===== src/rtl/audio_sample_scheduler.sv =====
// audio_sample_scheduler: shares the I2S driver's mono sample input between
// NSRC sources. Recovers the driver frame tick into clk, pops one sample per
// frame from the active source, outputs silence on underrun and switches
// sources only at frame boundaries with a single silent frame in between.
module audio_sample_scheduler #(
    parameter int             NSRC    = 2,
    parameter int             W       = 8,
    parameter logic [W-1:0]   SILENCE = 8'h80,
    parameter int             SELW    = 2
) (
    input  logic                clk,
    input  logic                rst_n,
    input  logic                sample_tick,
    input  logic [NSRC-1:0]     src_valid,
    input  logic [NSRC*W-1:0]   src_data,
    output logic [NSRC-1:0]     src_ready,
    input  logic [SELW-1:0]     sel_req,
    input  logic                sel_load,
    output logic [W-1:0]        mono_sample,
    output logic [SELW-1:0]     active_src,
    output logic                switching,
    output logic                underrun,
    output logic [7:0]          underrun_count
);

    typedef enum logic [1:0] {RUN, SW_WAIT, SW_GAP} state_t;

    // Tick recovery flops: two synchroniser stages, edge history, registered pulse
    logic            sync1_q, sync2_q, edge_q, tick_q;
    logic            tick_d;

    state_t          state_q, state_d;
    logic [SELW-1:0] pending_q, pending_d;
    logic            again_q, again_d;      // new switch requested during SW_GAP
    logic [SELW-1:0] active_q, active_d;
    logic [W-1:0]    mono_q, mono_d;
    logic            underrun_q, underrun_d;
    logic [7:0]      count_q, count_d;

    logic            cur_valid;
    logic [W-1:0]    cur_data;
    logic            sel_ok;
    logic            do_serve;
    logic            pop;

    // Rising edge of the synchronised tick; registering it gives the 4-edge latency
    always_comb begin
        tick_d = sync2_q & ~edge_q;
    end

    // Synchroniser chain and tick pulse register
    always_ff @(posedge clk or negedge rst_n) begin
        if (!rst_n) begin
            sync1_q <= 1'b0;
            sync2_q <= 1'b0;
            edge_q  <= 1'b0;
            tick_q  <= 1'b0;
        end else begin
            sync1_q <= sample_tick;
            sync2_q <= sync1_q;
            edge_q  <= sync2_q;
            tick_q  <= tick_d;
        end
    end

    // Mux out the active source's valid and data without an oversized index
    always_comb begin
        cur_valid = 1'b0;
        cur_data  = SILENCE;
        for (int i = 0; i < NSRC; i++) begin
            if (active_q == SELW'(i)) begin
                cur_valid = src_valid[i];
                cur_data  = src_data[i*W +: W];
            end
        end
    end

    // Switch requests to the current source or to a nonexistent one are dropped
    always_comb begin
        sel_ok = sel_load && (sel_req != active_q) && (int'(sel_req) < NSRC);
    end

    // FSM next state, frame servicing and switch bookkeeping
    always_comb begin
        state_d    = state_q;
        pending_d  = pending_q;
        again_d    = again_q;
        active_d   = active_q;
        mono_d     = mono_q;
        underrun_d = 1'b0;
        count_d    = count_q;
        do_serve   = 1'b0;
        pop        = 1'b0;

        case (state_q)
            RUN: begin
                do_serve = tick_q;
                // A switch in the tick cycle still lets the old source serve this frame
                if (sel_ok) begin
                    pending_d = sel_req;
                    state_d   = SW_WAIT;
                end
            end
            SW_WAIT: begin
                if (sel_ok) begin
                    pending_d = sel_req;
                end
                if (tick_q) begin
                    mono_d   = SILENCE;
                    active_d = sel_ok ? sel_req : pending_q;
                    state_d  = SW_GAP;
                end
            end
            SW_GAP: begin
                do_serve = tick_q;
                if (sel_ok) begin
                    pending_d = sel_req;
                    again_d   = 1'b1;
                end
                if (tick_q) begin
                    state_d = (again_q || sel_ok) ? SW_WAIT : RUN;
                    again_d = 1'b0;
                end
            end
            default: begin
                state_d = RUN;
            end
        endcase

        if (do_serve) begin
            if (cur_valid) begin
                pop    = 1'b1;
                mono_d = cur_data;
            end else begin
                mono_d     = SILENCE;
                underrun_d = 1'b1;
                if (count_q != 8'hFF) begin
                    count_d = count_q + 8'd1;
                end
            end
        end
    end

    // State and output registers
    always_ff @(posedge clk or negedge rst_n) begin
        if (!rst_n) begin
            state_q    <= RUN;
            pending_q  <= '0;
            again_q    <= 1'b0;
            active_q   <= '0;
            mono_q     <= SILENCE;
            underrun_q <= 1'b0;
            count_q    <= 8'd0;
        end else begin
            state_q    <= state_d;
            pending_q  <= pending_d;
            again_q    <= again_d;
            active_q   <= active_d;
            mono_q     <= mono_d;
            underrun_q <= underrun_d;
            count_q    <= count_d;
        end
    end

    // Pop strobe goes only to the active source
    for (genvar gi = 0; gi < NSRC; gi++) begin : g_ready
        assign src_ready[gi] = pop && (active_q == SELW'(gi));
    end

    assign mono_sample    = mono_q;
    assign active_src     = active_q;
    assign switching      = (state_q != RUN);
    assign underrun       = underrun_q;
    assign underrun_count = count_q;

endmodule


===== config.mk =====
export PLATFORM = sky130hd
export DESIGN_NAME = audio_sample_scheduler
export DESIGN_NICKNAME = d
export VERILOG_FILES = /design/src/rtl/audio_sample_scheduler.sv
export SDC_FILE = /design/constraint.sdc
export NUM_CORES = 1
export LEC_CHECK = 0
export BUFFER_PORTS_ARGS = -buffer_cell sky130_fd_sc_hd__buf_2
export CAP_MARGIN = 20
export CORE_MARGIN = 2
export CORE_UTILIZATION = 30
export DETAILED_ROUTE_END_ITERATION = 7
export GPL_ROUTABILITY_DRIVEN = 0
export PLACE_DENSITY = 0.56
export REMOVE_ABC_BUFFERS = 1
export SETUP_SLACK_MARGIN = 0.3
export SLEW_MARGIN = 20
export SYNTH_ARGS = -nofsm -noshare
export SYNTH_HDL_FRONTEND = slang
export SYNTH_SLANG_ARGS = --single-unit

===== constraint.sdc =====
create_clock -name clk -period 1.7 [get_ports clk]
set_clock_uncertainty 0.15 [all_clocks]
set_input_delay 0.34 -clock clk [delete_from_list [all_inputs] [get_ports clk]]
set_output_delay 0.34 -clock clk [all_outputs]
set_load 0.01 [all_outputs]

==> results.py, run 1 <==
metrics = {
    "outcome": {
        "outcome": "finished with violations",
        "violations": "setup timing",
    },
    "min_path": {
        "min_delay_path_depth": 1,
        "worstHoldEndpoint": "sync1_q$_DFF_PN0_",
        "hold_class": "input pin to register",
        "holdCritStartpoint": "sample_tick",
    },
    "cts": {
        "cts.sinks": 28,
        "htree_levels": 1,
        "root_buffer": "clkbuf_8",
        "clk_path_buf_depth": 2,
        "cts_tree": "built",
        "insertion_delay_ps": 270,
        "cts_inserted_buffers": 3,
        "path_clk_slew_ps": 90,
    },
    "timing": {
        "tightest_slew_ps": 618,
        "period_needed_ps": 1980,
        "tns_ps": -715,
        "clock.fmax_ghz": 0.504,
        "fin_crit_sh_pct": 117,
        "rsz0062_at_grt": "true",
        "fin_hold_ws_ps": 17.8,
        "setup_ws_ps": -283,
        "slew_viol_final": 0,
        "max-slew-margin-rel_pct": 58.8,
        "hold_viol_final": 0,
        "finalSetupViolCount": 3,
    },
    "logic_synthesis": {
        "yosysTopAreaCell": "dfrtp_1",
        "synth-seq-area-share_pct": 53.5,
        "ys_types": 33,
        "synth_area_leaders": "dfrtp_1 52%, mux2i_1 6.9%, nand2_1 4.3%",
        "synth.cell_area_um2": 1310,
        "postSynthCellCount": 127,
        "yosysTopAreaCellShare_pct": 51.5,
        "ys_warn_count": 0,
        "ys_ff_latch": 28,
        "syn_area_per_cell_um2": 10.3,
    },
    "worst_setup_path": {
        "reg2reg_from": "active_src[0]$_DFFE_PN0P_",
        "cp_max_fo": 4,
        "slowest_delay_ps": 430,
        "startpoint_type": "register",
        "cp_data_required_time_ps": 1210,
        "path_cells": "mux2i_2, or3b_4, nor2_1, buf_2",
        "crit_type": "register to output pin",
        "worst-r2r-cell-count": 6,
        "worstSetupEndpointType": "output pin",
        "path_buf_inv": 1,
        "r2r_setup_slack_ps": 20,
        "crit_slowest_cell": "or3b_4",
        "r2r-end": "mono_sample[7]$_DFFE_PN1P_",
        "arrival_ps": 1490,
        "cp_top_family": "simple AND/OR/NAND/NOR gates",
    },
    "grt": {
        "grt_remaining_overflow": 0,
        "antenna_found_initial": 0,
        "grt_pass1_wl_um": 5250,
        "grt_pass1_vias": 1162,
        "grt_max_degree": 29,
        "grt.total_usage_pct": 13.2,
    },
    "final_layout": {
        "layout.nets": 227,
        "fill_cells": 385,
        "mostFrequentLayoutCells": "38 x buf_2, 25 x dfrtp_1, 17 x buf_6, 16 x buf_4, 12 x nand2_1",
        "final_area_um2": 2200,
        "area_delta_synth_final_pct": 67.7,
        "layout-drive-gt1-share_pct": 59.2,
        "n_antenna_cell": 0,
        "fin_util_pct": 51.2,
        "final_cells": 253,
        "final_common_cell": "buf_2",
    },
    "die": {
        "dieArea_um2": 4920,
        "coreArea_um2": 4290,
        "num_rows": 24,
        "initial_core_util_pct": 30.5,
        "die_h_um": 70.1,
        "num_io_pins": 46,
        "fp.dieW_um": 70.1,
    },
    "place": {
        "pre_cts_ws_ps": 4.85,
        "placed_cells": 232,
        "dpl.hpwl_um": 2180,
        "place_area_um2": 1660,
        "port_buffers": 45,
    },
    "pwr": {
        "ir_drop_v": 0.000691,
        "p_total_mw": 3.14,
        "p_per_area_nw_per_um2": 1430,
        "p_leak_nw": 1.07,
    },
    "drt": {
        "firstDrtPassIters": 4,
        "drcViolationCount": 0,
        "wire_per_inst_um": 13.6,
        "num_vias": 1224,
        "viasPerCell": 4.84,
        "routed_wirelength_um": 3440,
        "ant_nets": 0,
        "drt_iter0_drc": 43,
    },
    "flow_run": {
        "drv_cap": 0,
    },
}
==> power breakdown <==
group	total [mW]	leakage [nW]	internal, mW	switching, mW
clock network	0.522	0.0357	0.315	0.207
logic	1.58	0.681	0.861	0.716
registers	1.04	0.356	0.851	0.186
==> Yosys cell counts <==
cell type and instances:
a22oi_1 1, nor4b_2 1, o21ai_0 10, dfrtp_1 27, a21o_1 1, and2b_1 1
nand4_1 3, a211oi_2 1, mux2_2 2, dfstp_2 1, nor3_1 2, xnor2_1 1
ha_1 1, nand3_1 3, o21ai_2 1, nand2b_1 1, nor2_1 10, nand2_1 15
a21boi_0 3, or2_2 1, inv_1 6, o22ai_1 2, a21oi_1 10, nor2b_1 3
a31o_2 1, a31oi_1 1, xor2_1 4, buf_2 1, buf_4 1, or3b_1 1
buf_6 1, a211oi_1 1, mux2i_1 9
==> logic make-up (layout without fill, tap and decap cells) <==
group	count (synthesis)	count (layout)	synth area share [%]
adders and majority gates	1	1	0.954
buffers and inverters	9	83	3.53
DFF	28	28	53.5
AOI/OAI and AO/OA	32	32	14.8
and+or+nand+nor	41	41	15.3
muxes	11	11	8.59
xor gates and xnor gates	5	5	3.34
==> timing repair <==
action	4_1_cts	5_1_grt
gates resized for setup	39	45
hold buffers	1	0
endpoints found under the setup margin	28	35
buffers inserted	4	12
pin swaps	7	23
endpoints found under the hold margin	27	0
==> metal layers <==
layer,vias up,share of wire (%),track usage [%]
met5,-,0,0
li1,594,-,-
met4,0,0.76,3.85
met2,41,50,23.1
met3,4,5.5,2.60
met1,585,43,16.6
==> worst reg2reg max path, delay by kind of cell, from the launching register on <==
family | cells | cell delay, ps
flip-flops | 1 | 410
multiplexers | 1 | 160
buffers and inverters | 2 | 260
AO/OA/AOI/OAI | 1 | 140
AND/OR/NAND/NOR | 2 | 490
==> state kept, by name (all words and copies together), names as in the netlist <==
signal / flops
again_q: 1
pending_q: 2
underrun_count: 8
tick_q: 1
mono_sample: 8
underrun: 1
state_q: 2
sync2_q: 1
edge_q: 1
sync1_q: 1
active_src: 2
==> final cells by class <==
type	count	area [µm²]	area share, %
clock buffer	3	41.3	1.88
timing repair buffer	73	532	24.2
inverter	6	22.5	1.02
clock inverter	1	30.0	1.37
tap	52	65.1	2.96
multi-input combinational	90	805	36.6
sequential	28	704	32.0
==> worst max path at each step <==
| stage | to | start | depth (start not counted) | slack [ps] |
|---|---|---|---|---|
| final | src_ready[1] | active_src[0]$_DFFE_PN0P_ | 4 | -280 |
| after CTS | src_ready[0] | state_q[0]$_DFFE_PN0P_ | 4 | -270 |
| after floorplan | src_ready[0] | active_src[0]$_DFFE_PN0P_ | 3 | -360 |
| after global placement | src_ready[0] | state_q[0]$_DFFE_PN0P_ | 4 | 10 |
| after global routing | src_ready[1] | active_src[0]$_DFFE_PN0P_ | 4 | -340 |
| after detailed placement | src_ready[0] | state_q[0]$_DFFE_PN0P_ | 4 | 5 |
Power figures use the tool's default switching activity.
==> run 2: changes to the inputs <==
- CORE_ASPECT_RATIO: not set -> 0.7
- SKIP_LAST_GASP: not set -> 1
==> run 2 against run 1 <==
The run still ends with setup timing left. Die area grew 0.18%. Sequential power is essentially flat. Via count grew 4.0%. Non-clock buffer count grew 13. Critical path depth is the same. Cell area grew 5.2%. Critical endpoint is now src_ready[0]. Highest routed layer is now met3.
==> results.py, run 2 (synthesis results as in run 1) <==
metrics = {
    "final_layout": {
        "fin_util_pct": 54.1,
        "multi_input_area_um2": 785,
        "final_cells": 269,
        "ff_latch_area_um2": 707,
        "n_antenna_cell": 0,
        "fill_cells": 373,
        "area_delta_synth_final_pct": 76.4,
        "mostFrequentLayoutCells": "37 x buf_2, 23 x dfrtp_1, 23 x buf_6, 22 x buf_4, 11 x nand2_1",
        "layout-drive-gt1-share_pct": 62.6,
        "layout.nets": 240,
        "final_common_cell": "buf_2",
    },
    "flow_run": {
        "drv_cap": 0,
    },
    "timing": {
        "max-slew-margin-rel_pct": 57.2,
        "fin_crit_sh_pct": 118,
        "period_needed_ps": 2010,
        "fin_hold_ws_ps": 184,
        "clock.fmax_ghz": 0.498,
        "setup_ws_ps": -307,
        "tightest_slew_ps": 641,
        "slew_viol_final": 0,
        "rsz0062_at_grt": "true",
        "finalSetupViolCount": 4,
        "hold_viol_final": 0,
    },
    "cts": {
        "cts_inserted_buffers": 3,
        "insertion_delay_ps": 280,
        "root_buffer": "clkbuf_8",
        "cts.sinks": 28,
        "clk_path_buf_depth": 2,
        "htree_levels": 1,
        "cts_tree": "built",
        "path_clk_slew_ps": 100,
    },
    "min_path": {
        "worstHoldEndpoint": "mono_sample[6]$_DFFE_PN0P_",
        "min_delay_path_depth": 3,
        "hold_class": "input pin to register",
        "holdCritStartpoint": "src_data[6]",
    },
    "drt": {
        "wire_per_inst_um": 14.6,
        "drt_iter0_drc": 25,
        "viasPerCell": 4.73,
        "firstDrtPassIters": 4,
        "drcViolationCount": 0,
        "num_vias": 1273,
        "routed_wirelength_um": 3930,
        "ant_nets": 0,
    },
    "grt": {
        "grt_remaining_overflow": 0,
        "grt.total_usage_pct": 15.9,
        "grt_pass1_vias": 1313,
        "grt_pass1_wl_um": 6220,
        "grt_max_degree": 29,
        "antenna_found_initial": 0,
    },
    "worst_setup_path": {
        "crit_type": "register to output pin",
        "worstSetupEndpointType": "output pin",
        "cp_data_required_time_ps": 1210,
        "r2r_setup_slack_ps": -10,
        "arrival_ps": 1520,
        "r2r-end": "mono_sample[7]$_DFFE_PN1P_",
        "startpoint_type": "register",
        "worst-r2r-cell-count": 6,
        "reg2reg_from": "state_q[0]$_DFFE_PN0P_",
        "cp_max_fo": 3,
    },
    "place": {
        "port_buffers": 45,
        "dpl.hpwl_um": 2500,
        "placed_cells": 238,
    },
    "die": {
        "fp.dieW_um": 83.0,
        "num_io_pins": 46,
        "dieArea_um2": 4920,
        "initial_core_util_pct": 30.6,
        "num_rows": 20,
        "die_h_um": 59.3,
        "coreArea_um2": 4280,
    },
    "pwr": {
        "p_per_area_nw_per_um2": 1420,
        "ir_drop_v": 0.000736,
        "p_leak_nw": 1.15,
    },
    "outcome": {
        "outcome": "finished with violations",
        "violations": "setup timing",
    },
}
[run 2: cell types whose count changed in the layout (fill, tap and decap cells not counted), sizes merged]
cell         delta
dlygate4sd3     +1
buf            +12
[run 2: report_power, final]
part | switching [mW] | total (mW) | internal, mW
combinational | 0.766 | 1.74 | 0.971
sequential | 0.170 | 1.02 | 0.854
clock | 0.219 | 0.535 | 0.316
total | 1.16 | 3.30 | 2.14
[run 2: cell type report]
class | instances | share of cell area [%]
multi-input combinational | 90 | 33.9
clock inverter | 1 | 1.30
timing repair buffer | 86 | 28.5
clock buffer | 3 | 1.78
sequential | 28 | 30.6
inverter | 6 | 0.973
tap | 55 | 2.97
[run 2: per-layer routing]
metal	vias up	track usage (%)	share of wire, %
met5	-	0	0
met4	0	1.41	0
met3	0	4.32	3.5
met2	18	29.7	52
met1	634	19.5	44
li1	621	-	-
[run 2: how the worst max path moves through the flow]
stage / cells after the start / end / slack, ps / start
after floorplan: 3 / src_ready[0] / -360 / active_src[0]$_DFFE_PN0P_
after global placement: 4 / src_ready[1] / 10 / state_q[0]$_DFFE_PN0P_
after detailed placement: 4 / src_ready[1] / 4 / state_q[0]$_DFFE_PN0P_
after CTS: 4 / src_ready[0] / -280 / state_q[0]$_DFFE_PN0P_
after global routing: 4 / src_ready[1] / -360 / state_q[0]$_DFFE_PN0P_
final: 4 / src_ready[0] / -310 / state_q[0]$_DFFE_PN0P_
[run 2: timing repair]
action | 4_1_cts | 5_1_grt
pin swaps | 19 | 6
endpoints found under the setup margin | 30 | 38
resized for setup | 71 | 22
buffers inserted | 13 | 12
hold buffers | 1 | 1
hold endpoints to repair | 27 | 1
[run 2: per-stage QoR]
step	total power, mW	setup WS, ps	area, µm²	TNS, ps
2_1_floorplan	1.51	-357	1290	-1880
3_3_place_gp	1.91	11.5	1690	0
3_5_place_dp	1.96	3.58	1690	0
4_1_cts	3.01	-282	2120	-843
5_1_grt	3.49	-359	2310	-1410
6_report	3.30	-307	2310	-895
[run 2: worst max-delay path, stage by stage (launching register included)]
cell	delay, ps
dfrtp_1	390
and2b_1	210
or3b_4	420
nor2_1	100
buf_2	130
